File: config.mk
export PLATFORM = sky130hd
export DESIGN_NAME = mem_line_ctrl
export DESIGN_NICKNAME = d
export VERILOG_FILES = /design/src/rtl/mem_line_ctrl.sv
export SDC_FILE = /design/constraint.sdc
export NUM_CORES = 1
export LEC_CHECK = 0
export BUFFER_PORTS_ARGS = -buffer_cell sky130_fd_sc_hd__buf_2
export CORE_MARGIN = 4
export CORE_UTILIZATION = 48
export DETAILED_ROUTE_END_ITERATION = 12
export GPL_TIMING_DRIVEN = 0
export HOLD_SLACK_MARGIN = 0.02
export MAX_ROUTING_LAYER = met4
export PLACE_DENSITY = 0.77
export SKIP_CTS_REPAIR_TIMING = 1
export SYNTH_ARGS = -nofsm -noshare
export SYNTH_HDL_FRONTEND = slang
export SYNTH_SLANG_ARGS = --single-unit
File: constraint.sdc
create_clock -name clk_i -period 2.2 [get_ports clk_i]
set_input_delay 0.33 -clock clk_i [delete_from_list [all_inputs] [get_ports clk_i]]
set_output_delay 0.33 -clock clk_i [all_outputs]
set_load 0.02 [all_outputs]
File: src/rtl/mem_line_ctrl.sv
// Line-to-word bus bridge: turns one 128-bit cache line request into four
// 32-bit bus beats, with per-beat timeout, sticky error flag and line counters.

package mem_line_pkg;

   typedef struct packed {
      logic [31:0]  addr;
      logic [127:0] data;
      logic         rw;
      logic         valid;
   } mem_req_type;

   typedef struct packed {
      logic [127:0] data;
      logic         ready;
   } mem_data_type;

endpackage

module mem_line_ctrl
   import mem_line_pkg::*;
#(
   parameter int unsigned MAX_WAIT = 255
) (
   input  logic         clk_i,
   input  logic         rst_ni,
   input  mem_req_type  mem_req_i,
   output mem_data_type mem_data_o,
   output logic         bus_req_o,
   output logic         bus_we_o,
   output logic [31:0]  bus_addr_o,
   output logic [31:0]  bus_wdata_o,
   input  logic         bus_ack_i,
   input  logic [31:0]  bus_rdata_i,
   output logic         busy_o,
   output logic         err_o,
   output logic [31:0]  no_rd_line_o,
   output logic [31:0]  no_wr_line_o,
   output logic [1:0]   dbg_state_o
);

   typedef enum logic [1:0] {
      IDLE = 2'd0,
      XFER = 2'd1,
      RESP = 2'd2
   } state_t;

   localparam logic [9:0] WAIT_LAST = 10'(MAX_WAIT - 1);

   state_t        state_q, state_d;
   logic [31:0]   base_q, base_d;
   logic [127:0]  wdata_q, wdata_d;
   logic          rw_q, rw_d;
   logic [127:0]  buf_q, buf_d;
   logic [1:0]    beat_q, beat_d;
   logic [9:0]    wait_q, wait_d;
   logic          err_q, err_d;
   logic [31:0]   no_rd_q, no_rd_d;
   logic [31:0]   no_wr_q, no_wr_d;
   logic [6:0]    word_lsb;
   logic          unused_addr_lsbs;

   assign word_lsb         = {beat_q, 5'b0};
   assign unused_addr_lsbs = ^mem_req_i.addr[3:0];

   // Handshake: a line request is taken only when mem_req_i.valid is high in
   // IDLE; mem_data_o.ready pulses for exactly one cycle in RESP. A bus beat
   // completes in any cycle where bus_req_o and bus_ack_i are both high.
   always_comb begin
      state_d = state_q;
      base_d  = base_q;
      wdata_d = wdata_q;
      rw_d    = rw_q;
      buf_d   = buf_q;
      beat_d  = beat_q;
      wait_d  = wait_q;
      err_d   = err_q;
      no_rd_d = no_rd_q;
      no_wr_d = no_wr_q;

      case (state_q)
         IDLE: begin
            if (mem_req_i.valid) begin
               base_d  = {mem_req_i.addr[31:4], 4'b0};
               wdata_d = mem_req_i.data;
               rw_d    = mem_req_i.rw;
               buf_d   = '0;
               beat_d  = 2'd0;
               wait_d  = 10'd0;
               state_d = XFER;
            end
         end
         XFER: begin
            // An ack always beats a timeout falling in the same cycle.
            if (bus_ack_i) begin
               if (!rw_q) begin
                  buf_d[word_lsb +: 32] = bus_rdata_i;
               end
               beat_d = beat_q + 2'd1;
               wait_d = 10'd0;
               if (beat_q == 2'd3) begin
                  state_d = RESP;
               end
            end else if (wait_q == WAIT_LAST) begin
               err_d   = 1'b1;
               state_d = RESP;
            end else begin
               wait_d = wait_q + 10'd1;
            end
         end
         RESP: begin
            if (rw_q) begin
               no_wr_d = no_wr_q + 32'd1;
            end else begin
               no_rd_d = no_rd_q + 32'd1;
            end
            state_d = IDLE;
         end
         default: begin
            state_d = IDLE;
         end
      endcase
   end

   always_ff @(posedge clk_i or negedge rst_ni) begin
      if (!rst_ni) begin
         state_q <= IDLE;
         base_q  <= '0;
         wdata_q <= '0;
         rw_q    <= 1'b0;
         buf_q   <= '0;
         beat_q  <= '0;
         wait_q  <= '0;
         err_q   <= 1'b0;
         no_rd_q <= '0;
         no_wr_q <= '0;
      end else begin
         state_q <= state_d;
         base_q  <= base_d;
         wdata_q <= wdata_d;
         rw_q    <= rw_d;
         buf_q   <= buf_d;
         beat_q  <= beat_d;
         wait_q  <= wait_d;
         err_q   <= err_d;
         no_rd_q <= no_rd_d;
         no_wr_q <= no_wr_d;
      end
   end

   // Outputs decode straight from registers, so reset clears them at once.
   always_comb begin
      bus_req_o       = 1'b0;
      bus_we_o        = 1'b0;
      bus_addr_o      = '0;
      bus_wdata_o     = '0;
      mem_data_o      = '0;
      if (state_q == XFER) begin
         bus_req_o   = 1'b1;
         bus_we_o    = rw_q;
         bus_addr_o  = base_q + {28'd0, beat_q, 2'b00};
         bus_wdata_o = wdata_q[word_lsb +: 32];
      end
      if (state_q == RESP) begin
         mem_data_o.ready = 1'b1;
         mem_data_o.data  = rw_q ? 128'd0 : buf_q;
      end
   end

   assign busy_o       = (state_q != IDLE);
   assign err_o        = err_q;
   assign no_rd_line_o = no_rd_q;
   assign no_wr_line_o = no_wr_q;
   assign dbg_state_o  = state_q;

endmodule

## After elaboration in Yosys (flattened, before gate mapping)

Cells that the tools add are included.

| storage, ports and cells | value |
|---|---|
| memory bits (read-only) | 0 |
| memories kept | 0 |
| flip-flop bits (word level) | 364 |
| input port bits | 197 |
| bits in writable memories | 0 |
| logic and storage cells | 65 |
| bits in latches | 0 |
| output and inout port bits | 263 |

| operators by class | value |
|---|---|
| multipliers | 0 |
| bitwise gates (word level) | 2 |
| shift operators | 3 |
| div/mod/pow operators | 0 |
| reduce and logical (&&, ||, !) cells | 11 |
| equal/unequal tests | 10 |
| add/subtract/negate cells | 6 |
| $lt $le $gt $ge | 0 |
| mux-type cells | 23 |

Operator list:

| operator | count |
|---|---|
| 2-to-1 mux 128 bit | 4 |
| one-hot mux 128 bit (2 select lines) | 1 |
| 2-to-1 mux 129 bit | 1 |
| bitwise mux 128 bit | 1 |
| variable shift 32 x 9 -> 128 bit, first input constant | 1 |
| indexed part select 128 x 8 -> 32 bit | 1 |
| indexed part select 32 x 9 -> 128 bit | 1 |
| adder 32 x 1 -> 32 bit, second input constant | 2 |
| 2-to-1 mux 32 bit | 2 |
| adder 32 x 4 -> 32 bit | 1 |
| 2-to-1 mux 10 bit | 3 |
| one-hot mux 10 bit (2 select lines) | 1 |
| 2-to-1 mux 2 bit | 6 |
| AND reduction 3 bit | 4 |
| adder 10 x 1 -> 10 bit, second input constant | 1 |
| equality test 10 x 8 -> 1 bit, second input constant | 1 |
| != test 3 bit, second input constant | 3 |
| negation 7 -> 9 bit | 1 |
| one-hot mux 2 bit (2 select lines) | 2 |
| != test 2 bit, second input constant | 3 |
| AND reduction 2 bit | 3 |
| equality test 2 bit, second input constant | 2 |
| AND reduction 4 bit | 1 |
| nonzero test 2 bit | 2 |
| other kinds (5) | 7 |

## Logic depth before layout (Yosys ltp)

Gate-level depths: netlist of the first run.

| depth | value |
|---|---|
| depth after elaboration | 6 |
| depth in mapped cells | 9 |
| depth with buffers taken out | 6 |

## Worst setup path after synthesis of the first run

OpenSTA, ideal clock, no wires.

| timing path | value |
|---|---|
| path kind | flip-flop to flip-flop |
| from | reg beat_q[1] |
| to | reg buf_q[66] |
| path buffers | 3 |
| required time | 2.117 ns |
| library setup time | 0.083 ns |
| cell stages (with the launch flop) | 10 |
| period minus slack after synthesis | 2.321 ns |
| arrival time | 2.238 ns |
| slack | -0.121 ns |
| cell sequence | dfrtp_1 -> clkbuf_1 -> clkbuf_1 -> inv_1 -> ha_1 -> nand2_1 -> nor4_4 -> buf_6 -> nand2_1 -> o21ai_0 |

| on the way | value |
|---|---|
| longest elaborated chain between the ends | 6 |
| elaborated cells between the ends (all ways) | 7 |
| those cells by class | add/sub (1); shift (2); mux (4) |

RTL lines:

| item | RTL line | RTL |
|---|---|---|
| start: declaration | 55 | `logic [1:0] beat_q, beat_d;` |
| start signal: assignment | 143 | `beat_q <= beat_d;` |
| negation 7 -> 9 bit (*) | 97 | `buf_d[word_lsb +: 32] = bus_rdata_i;` |
| indexed part select 32 x 9 -> 128 bit / variable shift 32 x 9 -> 128 bit (equally long branches) | 97 |  |
| bitwise mux 128 bit (*) | 97 |  |
| 2-to-1 mux 128 bit (*) | 96 | `if (!rw_q) begin` |
| 2-to-1 mux 128 bit (*) | 95 | `if (bus_ack_i) begin` |
| one-hot mux 128 bit (2 select lines) (*) | 81 | `case (state_q)` |
| end signal: assignment | 142 | `buf_q <= buf_d;` |
| end: declaration | 54 | `logic [127:0] buf_q, buf_d;` |

Mark *: on every way between the ends. The rest lies on a longest branch, timed or not. The select of a mux whose other input is x is not followed.
A chain may end at the register's enable or synchronous reset.

==> results of run 1 <==
[placed cells by master, fill, tap and decap left out, types with 32 or more instances in the layout]
| cell type | count |
|---|---|
| clkbuf_16 | 63 |
| buf_2 | 290 |
| dfrtp_1 | 360 |
| inv_1 | 46 |
| o21ai_1 | 77 |
| buf_6 | 160 |
| mux2_2 | 148 |
| mux4_2 | 32 |
| nand2_1 | 246 |
| and2_4 | 104 |
| buf_4 | 112 |
| xnor2_1 | 36 |
| and2_1 | 85 |
[registers in the layout, summed over array words and instances, names as in the netlist, 2 cells and up]
name / flops
buf_q: 128
wdata_q: 128
no_rd_line_o: 32
no_wr_line_o: 32
base_q: 28
wait_q: 10
beat_q: 2
dbg_state_o: 2
[final timing paths]
kind                               endpoint  slack [ns]  cells after the start
max                          mem_data_o[40]       -0.26                      8
min                            wdata_q[127]        0.01                      2
max reg2reg                      buf_q[125]       -0.18                     11
min reg2reg                       buf_q[96]        0.48                      2
max in group asynchronous              rw_q        0.53                      4
min in group asynchronous  no_rd_line_o[27]        0.32                      2
[cell families after synthesis]
family / synth area share
other: 0.000217
AO/OA/AOI/OAI: 0.0578
multiplexers: 0.146
AND/OR/NAND/NOR: 0.181
XOR/XNOR: 0.0320
adder cells (fa/ha/maj): 0.00653
buffers and inverters: 0.0480
flip-flops: 0.528
[worst max-delay path, stage by stage (launching register included)]
cell	delay [ns]
dfrtp_2	0.44
buf_8	0.14
nor3b_4	0.17
buf_6	0.18
buf_12	0.16
buf_4	0.14
buf_8	0.10
and2_4	0.15
buf_6	0.11
[layer usage]
layer / track usage / vias to the layer above / wire length [um]
met1: 0.310 / 7145 / 21100
met5: - / - / 0
met2: 0.439 / 695 / 30600
met4: 0.0990 / 0 / 2360
met3: 0.0689 / 154 / 4970
li1: - / 6368 / -
[report_power, final]
group / internal, mW / total, mW / switching [mW]
registers: 8.55 / 9.76 / 1.22
clock network: 3.95 / 6.71 / 2.76
logic: 7.38 / 14.1 / 6.72
[cell type report]
type                       count  area (um^2)  share of cell area
timing repair buffer         572         4710               0.190
inverter                      51          203             0.00816
multi-input combinational    999         7890               0.318
antenna                        9         22.5            0.000906
buffer                        92         1020              0.0411
timing repair inverter         1         7.51            0.000302
sequential                   364         9110               0.367
clock inverter                14          130             0.00524
clock buffer                  56         1170              0.0472
tap                          461          577              0.0232
[stage by stage]
step	setup slack, ns	cells	utilization	setup TNS (ns)
finish	-0.258	2619	0.700	-37.90
global route	-0.321	2619	0.700	-64.62
CTS	-0.983	2494	0.606	-236.01
detailed placement	-0.876	2424	0.569	-123.22
global placement	-6.13	2421	0.566	-2343.28
floorplan	0.0259	1508	-	0
==> results by stage, run 1 <==
Cells and area:
- The area overhead of the layout relative to synthesis is 44.1%.
- The number of nets at the end of the flow is 2327.
- The finished layout cell area is ~25000 um^2.
- The fill cell total of the finished layout is around 2300.
- The proportion of layout cells with a drive suffix above 1 is 0.497.

Yosys:
- The count of cell types in the netlist is 55.
- The Yosys step of the flow raised 0 warnings.
- Of all cell types, the one taking the most synthesized area is dfrtp_1.
- The mean instance size in the synthesized netlist is between 10 and 15 um^2.
- Sorting the synthesized cells by area gives the leading types as dfrtp_1 53%, mux2_2 9.7%, and2_1 6.9%.
- The fraction of registers with async set/reset is 1.00.
- In this run, synthesis inferred 0 flip-flops with an integrated enable.
- Of the synthesized area, sequential elements account for 0.528.
- Summing every instance area after synthesis gives ~17000 um^2.
- Among all flip-flop cells after synthesis, the most frequent one is dfrtp_1.
- The commonest cells after synthesis are 364 x dfrtp_1, 252 x nand2_1, 189 x and2_1.
- Among all cell types in the netlist, the one instantiated most often is dfrtp_1.
- Counting flops and latches in the post-synthesis netlist gives ~360.
- The share of synthesized area in the top cell type comes to 0.528.
- Synthesis produced a netlist whose cell count is approximately 1500.

Timing:
- The post-route clock period utilization is 1.12.
- Based on the critical path, the design can be clocked at up to about 400 MHz.
- The actual slew at the worst max-slew pin is 0.830 ns.
- Between clock sinks in the finished design, the worst skew comes to between 0.015 and 0.02 ns.
- The max-slew headroom at the worst pin is 0.442.
- Final hold analysis gives a worst-case slack of roughly 0.013 ns.
- The post-layout worst setup margin is -0.258 ns.
- Setup violations remaining at the end of the flow were counted as 288.
- The hold violation count in the final report is 0.
- The max-slew violation count is 0.
- The minimum clock period is roughly 2.5 ns.
- Setup repair after global routing could not meet its margin everywhere.

Drt:
- The number of nets with antenna violations after detailed routing is 0.
- In the final routed layout, each cell accounts on average for ~23 um.
- The pre-antenna-repair detailed-routing pass consisted of 5 iterations.
- The number of design rule violations left after detail routing is 0.
- In this run, the number of DRC markers left after iteration 0 of detailed routing was between 700 and 800.
- The detail-routed via count per cell is 5.48.
- Wires add up to 59000 um.
- The final route contains ~14000 vias.

Pwr:
- The maximum vdd ir drop is around 1.2 mV.
- Summed over all cells, the static leakage comes to 11.8 nW.
- In this run the power density over the cells is approximately 1200 nW/um^2.
- The design draws 30.6 mW.

Flow run:
- The max-capacitance violation count is 0.

Clock tree:
- The TritonCTS buffer count is 40.
- The TritonCTS clock tree is done.
- The H-tree was split into 2 levels.
- For the worst-skew pair, the clock arrives at the later sink with an insertion delay of roughly 0.54 ns.
- The number of buffers between clock root and the deepest sink is 3.
- The clock-pin slew of the registers on the worst-case setup and hold paths is approximately 0.06 ns.
- For this design, the sink count on the clock tree is about 360.
- The CTS root buffer is clkbuf_16.

Floorplan:
- The area of the die is around 39000 um^2.
- In this run the horizontal extent of the chip is between 150 and 200 um.
- Row generation in the floorplan step produced 69 rows.
- For this configuration, the core starts out at a cell density of 0.486.
- The vertical die dimension is approximately 200 um.
- The core region is 35500 um^2.
- In this run the count of I/O pins placed on the die edge is 460.

Placed design:
- After detailed placement, the total cell area comes to ~20000 um^2.
- During placement, the flow inserted port buffers numbering between 400 and 500.
- Detailed placement ended at an HPWL of slightly below 40000 um.
- At the end of routability-driven placement, the weighted congestion stood at around 0.91.

Global route:
- In the global route stage, overall resource usage came out at 0.264.
- The pin count of the biggest net entering global routing is about 130.
- The number of antenna violations at the first check in global routing was 9.
- For this run the aggregate overflow at the end of global routing stands at 0.
- The global-route wire length before repair is 78200 um.
- The via count of the first global-routing pass is 14000.

Critical path:
- The startpoint of the most critical setup path is dbg_state_o[0].
- The startpoint of the worst register-to-register path is beat_q[0].
- The worst setup path is launched from a register.
- The worst setup path is captured at a primary output.
- The critical path in this run is classified as reg2out.
- Data on the critical path arrives at its endpoint at approximately 2.1 ns.
- At the worst endpoint, the required time is about 1.9 ns.
- In this run the worst path has a maximum fanout of 8.

Status:
- The final reports fail on setup timing.
- The run finished, with violations left.

Worst hold path:
- The startpoint of the lowest-slack hold path is mem_req_i[129].
- In this run the worst hold path is classified as in2reg.
Power figures use the tool's default switching activity.
==> run 2: changes to the inputs <==
CORE_UTILIZATION = 40   (was 48)
PLACE_DENSITY = 0.66   (was 0.77)
==> results by stage, run 2 (synthesis results as in run 1) <==
Pwr:
- The net switching share of the total power is 0.352.
- Of the total power, the clock network draws 0.226.
- The part of the power in combinational logic is 0.453.
- The internal power is 19.6 mW.
- In this run the power density over the cells is around 1200 nW/um^2.
- The worst-case IR drop observed on VDD is about 0.87 mV.
- The share of total power dissipated in sequential elements is 0.320.
- Summed over all nets, the switching power comes to about 11 mW.
- For this design the static power due to leakage is approximately 12 nW.

Cells and area:
- The largest registers in the layout are buf_q: 128 flops, wdata_q: 128 flops.
- Leaving out fill and tap cells, the most frequent cell in the layout is dfrtp_1.
- The fill cell total of the finished layout is between 3000 and 4000.
- The footprint of the multi-input gates is between 8000 and 9000 um^2.
- The utilization after layout is 0.613.
- The proportion of layout cells with a drive suffix above 1 is 0.501.
- The final layout contains about 2400 nets.
- The area overhead of the layout relative to synthesis is 50.4%.
- In the layout the commonest cells are 361 x dfrtp_1, 288 x buf_2, 216 x nand2_1.
- Once layout is done, the placed cells without fillers occupy about 26000 um^2.
- The area taken by flip-flops and latches is 9110 um^2.
- The final cell count without fillers is 2808.

Status:
- The final reports fail on setup timing.
- The run finished, with violations left.

Placed design:
- The HPWL after detailed placement is between 30000 and 40000 um.
- The worst-case setup slack after placement is -1.02 ns.
- The count of placed standard cells including taps is roughly 2500.
- During placement, the flow inserted port buffers numbering around 450.
- The post-placement cell area is 20300 um^2.
- The final weighted congestion in routability-driven placement is approximately 0.88.

Timing:
- In the post-route analysis, the smallest setup slack over all paths is -0.268 ns.
- Dividing the final minimum period by the clock period gives 1.12.
- The hold violation count in the final report came to 0.
- Subtracting the final worst setup slack from the clock period gives 2.47 ns.
- Setup repair after global routing could not meet its margin everywhere.
- Based on the critical path, the design can be clocked at up to 405 MHz.
- For the pin with the worst max-slew slack, the measured transition is approximately 0.8 ns.
- For the final database, setup skew stands at ~0.025 ns.
- Setup violations remaining at the end of the flow were counted as ~280.
- The max-slew violation count came to 0.
- The max-slew headroom at the worst pin is 0.477.

Clock tree:
- Clock-pin slew was measured on the worst setup and hold paths at roughly 0.06 ns.
- The TritonCTS clock tree is done.
- The TritonCTS buffer count is 41.
- The H-tree was split into 2 levels.
- The number of clock sinks seen by CTS is between 300 and 400.
- The number of buffers between clock root and the deepest sink is 3.
- The CTS root buffer is clkbuf_16.
- The later pin in the worst-skew pair is clocked with a latency of between 0.5 and 0.6 ns.

Critical path:
- The worst reg-to-reg setup slack is -0.13 ns.
- The largest single stage delay on the critical path is ~0.53 ns.
- The endpoint of the most critical register-to-register path is buf_q[81].
- The critical path data arrival time is roughly 2.1 ns.
- The most common cell type on the critical path is clkbuf_16.
- The highest fanout seen on the critical path is 5.
- The startpoint of the most critical setup path is beat_q[0].
- STA puts the critical path data required time at 1.87 ns.
- The worst-case reg-to-reg path depth is 11.
- The signal on the critical path passes through clkbuf_16 -> clkbuf_16 -> mux4_2 -> and2_4 -> buf_6.
- The category of the worst setup path capture point is a primary output.
- The startpoint of the worst register-to-register path is beat_q[0].
- For this design, the slowest cell found on the critical path is mux4_2.
- The setup path with the least slack is of type reg2out.
- The startpoint type of the worst setup path is a register.
- The worst setup path endpoint is bus_wdata_o[11].

Global route:
- The global-route wire length before repair is roughly 80000 um.
- Entering global routing, the biggest net connects roughly 120 pins.
- The number of antenna violations at the first check in global routing is 10.
- In the global route stage, overall resource usage came out at 0.231.
- For this run the aggregate overflow at the end of global routing stands at 0.
- The via count of the first global-routing pass is ~14000.

Drt:
- After detailed routing, the total wire length is approximately 60000 um.
- The detailed-route via count is ~14000.
- The number of design rule violations left after detail routing is 0.
- The detail-routed via count per cell is 5.14.
- The number of nets with antenna violations after detailed routing is 0.
- The number of violations reported at the end of detailed-routing iteration 0 is roughly 1100.
- The detail-routed net length per standard cell is around 21 um.
- The pre-antenna-repair detailed-routing pass consisted of 7 iterations.

Flow run:
- Max-cap violations in this run came to 0.

Worst hold path:
- The type of the most critical hold path is in2reg.
- The startpoint of the lowest-slack hold path is mem_req_i[19].

Floorplan:
- The width of the die is between 200 and 250 um.
- The total core area is 42300 um^2.
- The floorplan has 75 rows.
- The vertical die dimension is between 200 and 250 um.
- The die covers 46500 um^2.
- For this configuration, the core starts out at a cell density of 0.408.
- In this run the count of I/O pins placed on the die edge is between 400 and 500.
run 2: worst min-delay path by stage:
| stage | to | slack [ns] | cells after the start |
|---|---|---|---|
| floorplan | base_q[10] | 0.03 | 0 |
| global placement | buf_q[46] | 0.45 | 2 |
| detailed placement | no_rd_line_o[30] | 0.25 | 1 |
| CTS | no_rd_line_o[31] | -0.35 | 1 |
| global route | wdata_q[17] | 0.02 | 2 |
| finish | wdata_q[17] | 0.02 | 2 |
run 2: routing by layer:
metal | vias to the layer above | GRT usage | wire length [um]
li1 | 6517 | - | -
met1 | 7244 | 0.269 | 22800
met2 | 547 | 0.383 | 30700
met3 | 124 | 0.0723 | 4230
met4 | 0 | 0.0773 | 2090
met5 | - | - | 0
run 2: power by group through the flow:
stage               combinational [mW]  sequential (mW)  clock [mW]
finish                            13.7             9.70        6.85
global route                      14.6             9.89        7.29
CTS                               10.0             9.60        6.98
detailed placement                9.98             9.71           0
global placement                  9.76             9.60           0
floorplan                         6.88             9.38           0
run 2: area by class of cell:
class                      instances  area share
timing repair buffer             640       0.210
inverter                          51     0.00782
antenna                           10    0.000965
buffer                            93      0.0373
tap                              577      0.0278
clock inverter                     8     0.00400
timing repair inverter             1    0.000290
clock buffer                      65      0.0473
sequential                       364       0.352
multi-input combinational        999       0.313
run 2: worst max-delay path: cells and delay by family (launching register included):
| kind | cells | cell delay [ns] |
|---|---|---|
| simple gates | 1 | 0.17 |
| mux | 1 | 0.53 |
| flops | 1 | 0.44 |
| buf+inv | 3 | 0.45 |
run 2: through the flow:
step | hold WS [ns] | total power, mW | TNS [ns]
2_1_floorplan | 0.0344 | 16.3 | 0
3_3_place_gp | 0.451 | 19.4 | -2436.51
3_5_place_dp | 0.247 | 19.7 | -170.27
4_1_cts | -0.354 | 26.6 | -290.21
5_1_grt | 0.0164 | 31.8 | -69.75
6_report | 0.0229 | 30.3 | -43.09
